--- src/rtl/hex_display_decoder.sv ---
// hex_display_decoder
//
// Receiving end of the multiplexed 4-digit seven-segment display bus. It
// watches the digit-select grid and samples each digit's segments once the
// select has been steady long enough. It assembles the samples into complete
// scans and publishes a 16-bit value (plus per-digit decimal points) only
// after ROUNDS consecutive identical, glyph-clean scans.
//
// Parameters
//   SETTLE  : cycles a digit select must stay steady before sampling (>=1)
//   ROUNDS  : consecutive identical complete scans needed to publish (>=1)
//   TIMEOUT : cycles without any digit sample before valid drops (>=1)
//
// Ports
//   Clk      in   system clock, rising edge
//   Reset    in   synchronous, active-low reset
//   hex_seg  in   [7:0] segments, active-low {dp,g,f,e,d,c,b,a}
//   hex_grid in   [3:0] digit select, active-low one-hot (bit 3 = value[15:12])
//   value    out  [15:0] last published display value
//   dp       out  [3:0] published decimal points (1 = lit)
//   valid    out  value is current (cleared by the idle timeout)
//   update   out  one-cycle pulse when a publish changes value/dp or revalidates
//   seg_err  out  one-cycle pulse after sampling a pattern that is not a hex glyph

module hex_display_decoder #(
    parameter int SETTLE  = 4,
    parameter int ROUNDS  = 2,
    parameter int TIMEOUT = 65535
) (
    input  logic        Clk,
    input  logic        Reset,
    input  logic [7:0]  hex_seg,
    input  logic [3:0]  hex_grid,
    output logic [15:0] value,
    output logic [3:0]  dp,
    output logic        valid,
    output logic        update,
    output logic        seg_err
);

    // Counter widths; a parameter of 1 still needs a 1-bit register.
    localparam int CNT_W   = (SETTLE  > 1) ? $clog2(SETTLE)  : 1;
    localparam int MATCH_W = (ROUNDS  > 1) ? $clog2(ROUNDS)  : 1;
    localparam int IDLE_W  = (TIMEOUT > 1) ? $clog2(TIMEOUT) : 1;

    localparam logic [MATCH_W-1:0] MATCH_MAX = MATCH_W'(ROUNDS - 1);
    localparam logic [IDLE_W-1:0]  IDLE_MAX  = IDLE_W'(TIMEOUT - 1);

    typedef enum logic [1:0] {
        ST_IDLE   = 2'd0,
        ST_SETTLE = 2'd1,
        ST_HOLD   = 2'd2
    } dwell_state_t;

    // Input register stage
    logic [7:0]         seg_q;
    logic [3:0]         grid_q;

    // Dwell FSM
    dwell_state_t       state_reg;
    logic [CNT_W-1:0]   cnt_reg;
    logic [3:0]         cur_grid_reg;

    // Scan assembly / matching
    logic [3:0]         seen_reg;
    logic               bad_reg;
    logic [MATCH_W-1:0] match_reg;
    logic [MATCH_W-1:0] match_next;
    logic [15:0]        prev_value_reg;
    logic [3:0]         prev_dp_reg;
    logic               prev_ok_reg;
    logic [IDLE_W-1:0]  idle_reg;
    logic [IDLE_W-1:0]  idle_next;

    // Output registers
    logic [15:0]        value_reg;
    logic [3:0]         dp_reg;
    logic               valid_reg;
    logic               update_reg;
    logic               seg_err_reg;

    // Combinational helpers
    logic               grid_legal;
    logic               grid_changed;
    logic               sample_ready;
    logic               sample_now;
    logic [4:0]         glyph;
    logic               glyph_ok;
    logic [3:0]         glyph_nib;
    logic               sample_dp;
    logic               scan_done;
    logic               scan_bad;
    logic               same_as_prev;
    logic [15:0]        scan_value;
    logic [3:0]         scan_dp;

    // Seven-segment pattern (gfedcba, active-low) to {legal, nibble}.
    function automatic logic [4:0] decode_glyph(input logic [6:0] pat);
        case (pat)
            7'h40:   return {1'b1, 4'h0};
            7'h79:   return {1'b1, 4'h1};
            7'h24:   return {1'b1, 4'h2};
            7'h30:   return {1'b1, 4'h3};
            7'h19:   return {1'b1, 4'h4};
            7'h12:   return {1'b1, 4'h5};
            7'h02:   return {1'b1, 4'h6};
            7'h78:   return {1'b1, 4'h7};
            7'h00:   return {1'b1, 4'h8};
            7'h10:   return {1'b1, 4'h9};
            7'h08:   return {1'b1, 4'hA};
            7'h03:   return {1'b1, 4'hB};
            7'h46:   return {1'b1, 4'hC};
            7'h21:   return {1'b1, 4'hD};
            7'h06:   return {1'b1, 4'hE};
            7'h0E:   return {1'b1, 4'hF};
            default: return 5'h00;
        endcase
    endfunction

    // Exactly one select line low.
    always_comb begin
        grid_legal = 1'b0;
        case (grid_q)
            4'b1110, 4'b1101, 4'b1011, 4'b0111: grid_legal = 1'b1;
            default:                            grid_legal = 1'b0;
        endcase
    end

    assign grid_changed = (grid_q != cur_grid_reg);

    // cnt counts the steady edges after the one that entered SETTLE, so the
    // sample lands on the edge where grid_q has been steady SETTLE cycles.
    // The >= form also covers SETTLE=1, which samples on the first check.
    assign sample_ready = (int'(cnt_reg) + 1 >= SETTLE - 1);
    assign sample_now   = (state_reg == ST_SETTLE) && grid_legal &&
                          !grid_changed && sample_ready;

    assign glyph     = decode_glyph(seg_q[6:0]);
    assign glyph_ok  = glyph[4];
    assign glyph_nib = glyph[3:0];
    assign sample_dp = ~seg_q[7];

    // Per-digit scan buffer. The assembled scan includes the sample being
    // taken this cycle so completion can be judged without an extra cycle.
    generate
        for (genvar gi = 0; gi < 4; gi++) begin : g_digit
            logic [3:0] nib_reg;
            logic       dpb_reg;
            logic       wr_en;

            assign wr_en = sample_now && !grid_q[gi];

            always_ff @(posedge Clk) begin
                if (wr_en) begin
                    nib_reg <= glyph_nib;
                    dpb_reg <= sample_dp;
                end
            end

            assign scan_value[4*gi +: 4] = wr_en ? glyph_nib : nib_reg;
            assign scan_dp[gi]           = wr_en ? sample_dp : dpb_reg;
        end
    endgenerate

    assign scan_done    = sample_now && ((seen_reg | ~grid_q) == 4'hF);
    assign scan_bad     = bad_reg || !glyph_ok;
    assign same_as_prev = prev_ok_reg && (scan_value == prev_value_reg) &&
                          (scan_dp == prev_dp_reg);

    always_comb begin
        match_next = '0;
        if (same_as_prev) begin
            match_next = (match_reg == MATCH_MAX) ? match_reg : match_reg + 1'b1;
        end
    end

    always_comb begin
        idle_next = idle_reg;
        if (idle_reg != IDLE_MAX) begin
            idle_next = idle_reg + 1'b1;
        end
    end

    // Input register stage and dwell FSM
    always_ff @(posedge Clk) begin
        if (!Reset) begin
            seg_q        <= 8'hFF;
            grid_q       <= 4'hF;
            state_reg    <= ST_IDLE;
            cnt_reg      <= '0;
            cur_grid_reg <= 4'hF;
        end else begin
            seg_q  <= hex_seg;
            grid_q <= hex_grid;
            case (state_reg)
                ST_IDLE: begin
                    if (grid_legal) begin
                        state_reg    <= ST_SETTLE;
                        cnt_reg      <= '0;
                        cur_grid_reg <= grid_q;
                    end
                end
                ST_SETTLE: begin
                    if (!grid_legal) begin
                        state_reg <= ST_IDLE;
                    end else if (grid_changed) begin
                        cnt_reg      <= '0;
                        cur_grid_reg <= grid_q;
                    end else if (sample_ready) begin
                        state_reg <= ST_HOLD;
                    end else begin
                        cnt_reg <= cnt_reg + 1'b1;
                    end
                end
                ST_HOLD: begin
                    if (!grid_legal) begin
                        state_reg <= ST_IDLE;
                    end else if (grid_changed) begin
                        state_reg    <= ST_SETTLE;
                        cnt_reg      <= '0;
                        cur_grid_reg <= grid_q;
                    end
                end
                default: state_reg <= ST_IDLE;
            endcase
        end
    end

    // Scan tracking, matching, publishing and timeout
    always_ff @(posedge Clk) begin
        if (!Reset) begin
            seen_reg       <= '0;
            bad_reg        <= 1'b0;
            match_reg      <= '0;
            prev_value_reg <= '0;
            prev_dp_reg    <= '0;
            prev_ok_reg    <= 1'b0;
            idle_reg       <= '0;
            value_reg      <= '0;
            dp_reg         <= '0;
            valid_reg      <= 1'b0;
            update_reg     <= 1'b0;
            seg_err_reg    <= 1'b0;
        end else begin
            update_reg  <= 1'b0;
            seg_err_reg <= 1'b0;
            if (sample_now) begin
                idle_reg    <= '0;
                seg_err_reg <= !glyph_ok;
                if (scan_done) begin
                    seen_reg <= '0;
                    bad_reg  <= 1'b0;
                    if (scan_bad) begin
                        // A corrupted scan breaks the chain entirely; the
                        // next clean scan has nothing to match against.
                        match_reg   <= '0;
                        prev_ok_reg <= 1'b0;
                    end else begin
                        match_reg      <= match_next;
                        prev_value_reg <= scan_value;
                        prev_dp_reg    <= scan_dp;
                        prev_ok_reg    <= 1'b1;
                        if (match_next == MATCH_MAX) begin
                            value_reg  <= scan_value;
                            dp_reg     <= scan_dp;
                            valid_reg  <= 1'b1;
                            update_reg <= !valid_reg || (scan_value != value_reg) ||
                                          (scan_dp != dp_reg);
                        end
                    end
                end else begin
                    seen_reg <= seen_reg | ~grid_q;
                    if (!glyph_ok) begin
                        bad_reg <= 1'b1;
                    end
                end
            end else begin
                idle_reg <= idle_next;
                if (idle_next == IDLE_MAX) begin
                    valid_reg <= 1'b0;
                end
            end
        end
    end

    assign value   = value_reg;
    assign dp      = dp_reg;
    assign valid   = valid_reg;
    assign update  = update_reg;
    assign seg_err = seg_err_reg;

endmodule

--- config.mk ---
export PLATFORM = sky130hd
export DESIGN_NAME = hex_display_decoder
export DESIGN_NICKNAME = d
export VERILOG_FILES = /design/src/rtl/hex_display_decoder.sv
export SDC_FILE = /design/constraint.sdc
export NUM_CORES = 1
export LEC_CHECK = 0
export ABC_AREA = 0
export ABC_CLOCK_PERIOD_IN_PS = 4200
export BUFFER_PORTS_ARGS = -buffer_cell sky130_fd_sc_hd__buf_2
export CAP_MARGIN = 20
export CORE_ASPECT_RATIO = 1.4
export CORE_UTILIZATION = 60
export DETAILED_ROUTE_END_ITERATION = 7
export HOLD_SLACK_MARGIN = 0.02
export PLACE_DENSITY_LB_ADDON = 0.05
export SETUP_SLACK_MARGIN = 0.2
export SLEW_MARGIN = 30
export SYNTH_ARGS = -nofsm -noshare
export SYNTH_HDL_FRONTEND = slang
export SYNTH_SLANG_ARGS = --single-unit
--- constraint.sdc ---
create_clock -name Clk -period 4.2 [get_ports Clk]
set_input_delay 0.84 -clock Clk [delete_from_list [all_inputs] [get_ports Clk]]
set_output_delay 0.84 -clock Clk [all_outputs]
set_load 0.005 [all_outputs]
==> run summary <==
Status -> completed
Hold Buf Count CTS -> 0
Setup Fix Bufs, Post-CTS -> 0
Critical Path AT -> 3.92 ns
Slowest stage delay, CP -> 0.63 ns
Syn Area/Cell -> 8.28 µm²
Sw Ratio -> 25.0%
Slew margin rel. -> 40.6%
Top_reg_cell synth -> dfxtp_1
DRC Markers -> 0
FF-to-FF Start -> grid_q[1]
First-pass GRT wire length -> 24.8 mm
# IOs -> 37
Crit path to -> dp[1]
Synth Instances -> 709
VDD IR max -> 199 µV
H-tree depth -> 3
Final instance area -> 0.00637 mm²
Slew @ Worst Pin -> 0.890 ns
CP Max Fanout -> 13
Cell at the slowest stage of the critical path -> dfxtp_1
CP Launch Type -> register
Switching pwr -> 0.000537 W
Fmax -> 274 MHz
CTS buffer count -> 9
Total number of vias -> 5225
Critical Path Stages -> 9
Antenna Nets Post-Route -> 0
Crit path buf inv count -> 0
Register area -> 0.00210 mm²
Synth cell types -> 73
Layout area overhead -> 8.51%
Worst R2R End -> dp[1]
Pre-Repair DR Iteration Count -> 6
Gr usage total -> 31.1%
Register area share after synthesis -> 35.8%
PD cells -> 337 mW/mm²
WP data required -> 4.47 ns
Worst-Skew Late Latency -> 0.35 ns
Min-delay worst type -> reg2reg
DP Area -> 0.00604 mm²
WL per Instance -> 18.1 µm
Vias in the first global route -> 5103
PortBufs -> 36
Starting Density -> 62.0%
Pin count of the biggest net entering global routing -> 41
Final Util -> 67.3%
CP top delay family -> simple AND/OR/NAND/NOR gates
CTS tree -> yes
Tot Pwr -> 0.00215 W
Commonest non-fill, non-tap cell in the layout -> dfxtp_1
Die width -> 85.6 µm
R2r worst-path depth -> 9
Placed insts -> 823
Die area -> 0.0102 mm²
Non-Filler Instances -> 839
Slew Limit Fails -> 0
Clock Power Share -> 42.6%
Grt ovf -> 0
Die Ht -> 119 µm
Core area -> 0.00946 mm²
Warnings, synthesis -> 0
Final #Nets -> 746
Clock skew -> 0.00630 ns
Final Hold Fails -> 0
CTS Buffer Depth -> 2
Period minus WS final -> 3.65 ns
Most frequent cells in the layout -> dfxtp_1 (105), nand2_1 (103), a21oi_1 (49), nor2_1 (41), buf_2 (36)
Pint -> 0.00161 W
Asr flop ratio synth -> 0%
CTS resizes -> 0
RSZ-0062 raised after global routing -> no
Layout cells sized above 1 -> 13.0%
Root buf cell -> clkbuf_16
Initial antenna violation count -> 0
Placement Rows -> 42
Hold_sp -> prev_value_reg[12]
Critical Path Source -> grid_q[1]
Yosys reg bits -> 105
Worst-path clk slew -> 0.07 ns
Multi-input logic area -> 0.00347 mm²
Worst reg2reg setup slack -> 0.55 ns
Crit Path Category -> reg2reg
Routed wire length -> 15.2 mm
Clock sink count -> 105
Setup TNS Final -> 0 ns
CP endpoint kind -> register
CP cell instances -> xnor2_1 > and4_1 > o211a_2 > a211oi_1 > a2111oi_0 > nand4_1 > nor4_1 > and2_2 > mux2i_1
Mapped cell area -> 0.00587 mm²
Post-synth EDFFs -> 0
Combinational share of power -> 8.4%
Via-per-instance ratio -> 6.23
Gpl congestion -> 1.04
Fillers -> 813
Syn Nets -> 731
Leak -> 2.44 nW
Setup violators final -> 0
Diode count -> 0
Total of max-cap violations -> 0
Final worst-path cycle share -> 87.0%
Reg power frac -> 49.0%
Post-DP HPWL -> 11.2 mm
1st-iter DRT viols -> 302
==> synth_stat cells (4+ instances only) <==
library cell,instances,area share (%)
clkbuf_1,21,1.3
nand4_1,32,3.4
buf_4,7,0.90
mux2_2,6,1.2
nor2_1,41,2.6
a32oi_1,5,0.75
or3_1,10,1.1
o21ai_0,33,2.8
buf_2,10,0.85
buf_6,4,0.77
a31oi_1,5,0.53
mux2i_1,5,0.85
nand4b_1,6,0.90
nand2_1,103,6.6
o211ai_1,5,0.64
o22ai_1,4,0.43
nor3_1,20,1.7
xor2_1,34,5.1
a211oi_1,4,0.51
nand2b_1,15,1.6
dfxtp_1,105,36
xnor2_1,29,4.3
nor4b_1,4,0.60
o21a_1,5,0.64
and3b_1,4,0.60
nor4_1,12,1.3
o22a_1,5,0.75
nand3_1,14,1.2
a21oi_1,49,4.2
inv_1,19,1.2
nor3b_1,4,0.51
ha_1,8,1.7
o21ai_1,12,1.0
==> worst min-delay path: stages (launching register included) <==
cell and delay, ns:
dfxtp_1 0.32, nand2_1 0.05, a21oi_1 0.05
==> worst min path at each step <==
stage / end / slack (ns) / cells past startpoint
5_1_grt: prev_dp_reg[3] / 0.50 / 2
4_1_cts: prev_value_reg[10] / 0.47 / 2
3_5_place_dp: seen_reg[1] / 0.46 / 1
6_report: prev_value_reg[12] / 0.47 / 2
3_3_place_gp: prev_dp_reg[0] / 0.45 / 2
2_1_floorplan: seen_reg[3] / 0.44 / 1
==> per-layer routing <==
layer / global-route usage, % / vias to the layer above / wire length (µm)
met5: 0 / - / 0
met4: 19.6 / 0 / 908
met3: 4.30 / 59 / 565
met2: 53.8 / 146 / 7530
met1: 35.5 / 2449 / 6170
li1: - / 2571 / -
==> cell type report <==
| cell class | instances | area share [%] |
|---|---|---|
| Timing Repair Buffer | 46 | 4.01 |
| Clock buffer | 9 | 3.54 |
| Sequential cell | 105 | 33.0 |
| Clock inverter | 7 | 1.59 |
| Multi-Input combinational cell | 542 | 54.5 |
| Tap cell | 110 | 2.16 |
| Inverter | 20 | 1.18 |
==> logic make-up (layout without fill, tap and decap cells) <==
logic type,count (synthesis),after routing,synth area share [%]
simple gates,293,293,26.2
mux,12,12,2.24
xor+xnor,64,64,9.68
fa+ha+maj,8,8,1.71
buf+inv,62,82,5.14
flops,105,105,35.8
compound gates,165,165,19.2
==> power by group through the flow <==
stage	Sequential [W]	Combinational [W]	Clock [W]
floorplan	0.00105	0.000165	0
global route	0.00106	0.000201	0.000961
detailed placement	0.00107	0.000178	0
CTS	0.00105	0.000180	0.000928
global placement	0.00107	0.000172	0
finish	0.00105	0.000181	0.000915
==> stage by stage <==
stage / hold slack, ns / setup slack (ns)
finish: 0.470 / 0.545
global route: 0.498 / 0.287
CTS: 0.474 / 0.423
detailed placement: 0.461 / 0.529
global placement: 0.451 / 0.706
floorplan: 0.441 / 1.38
Power figures use the tool's default switching activity.
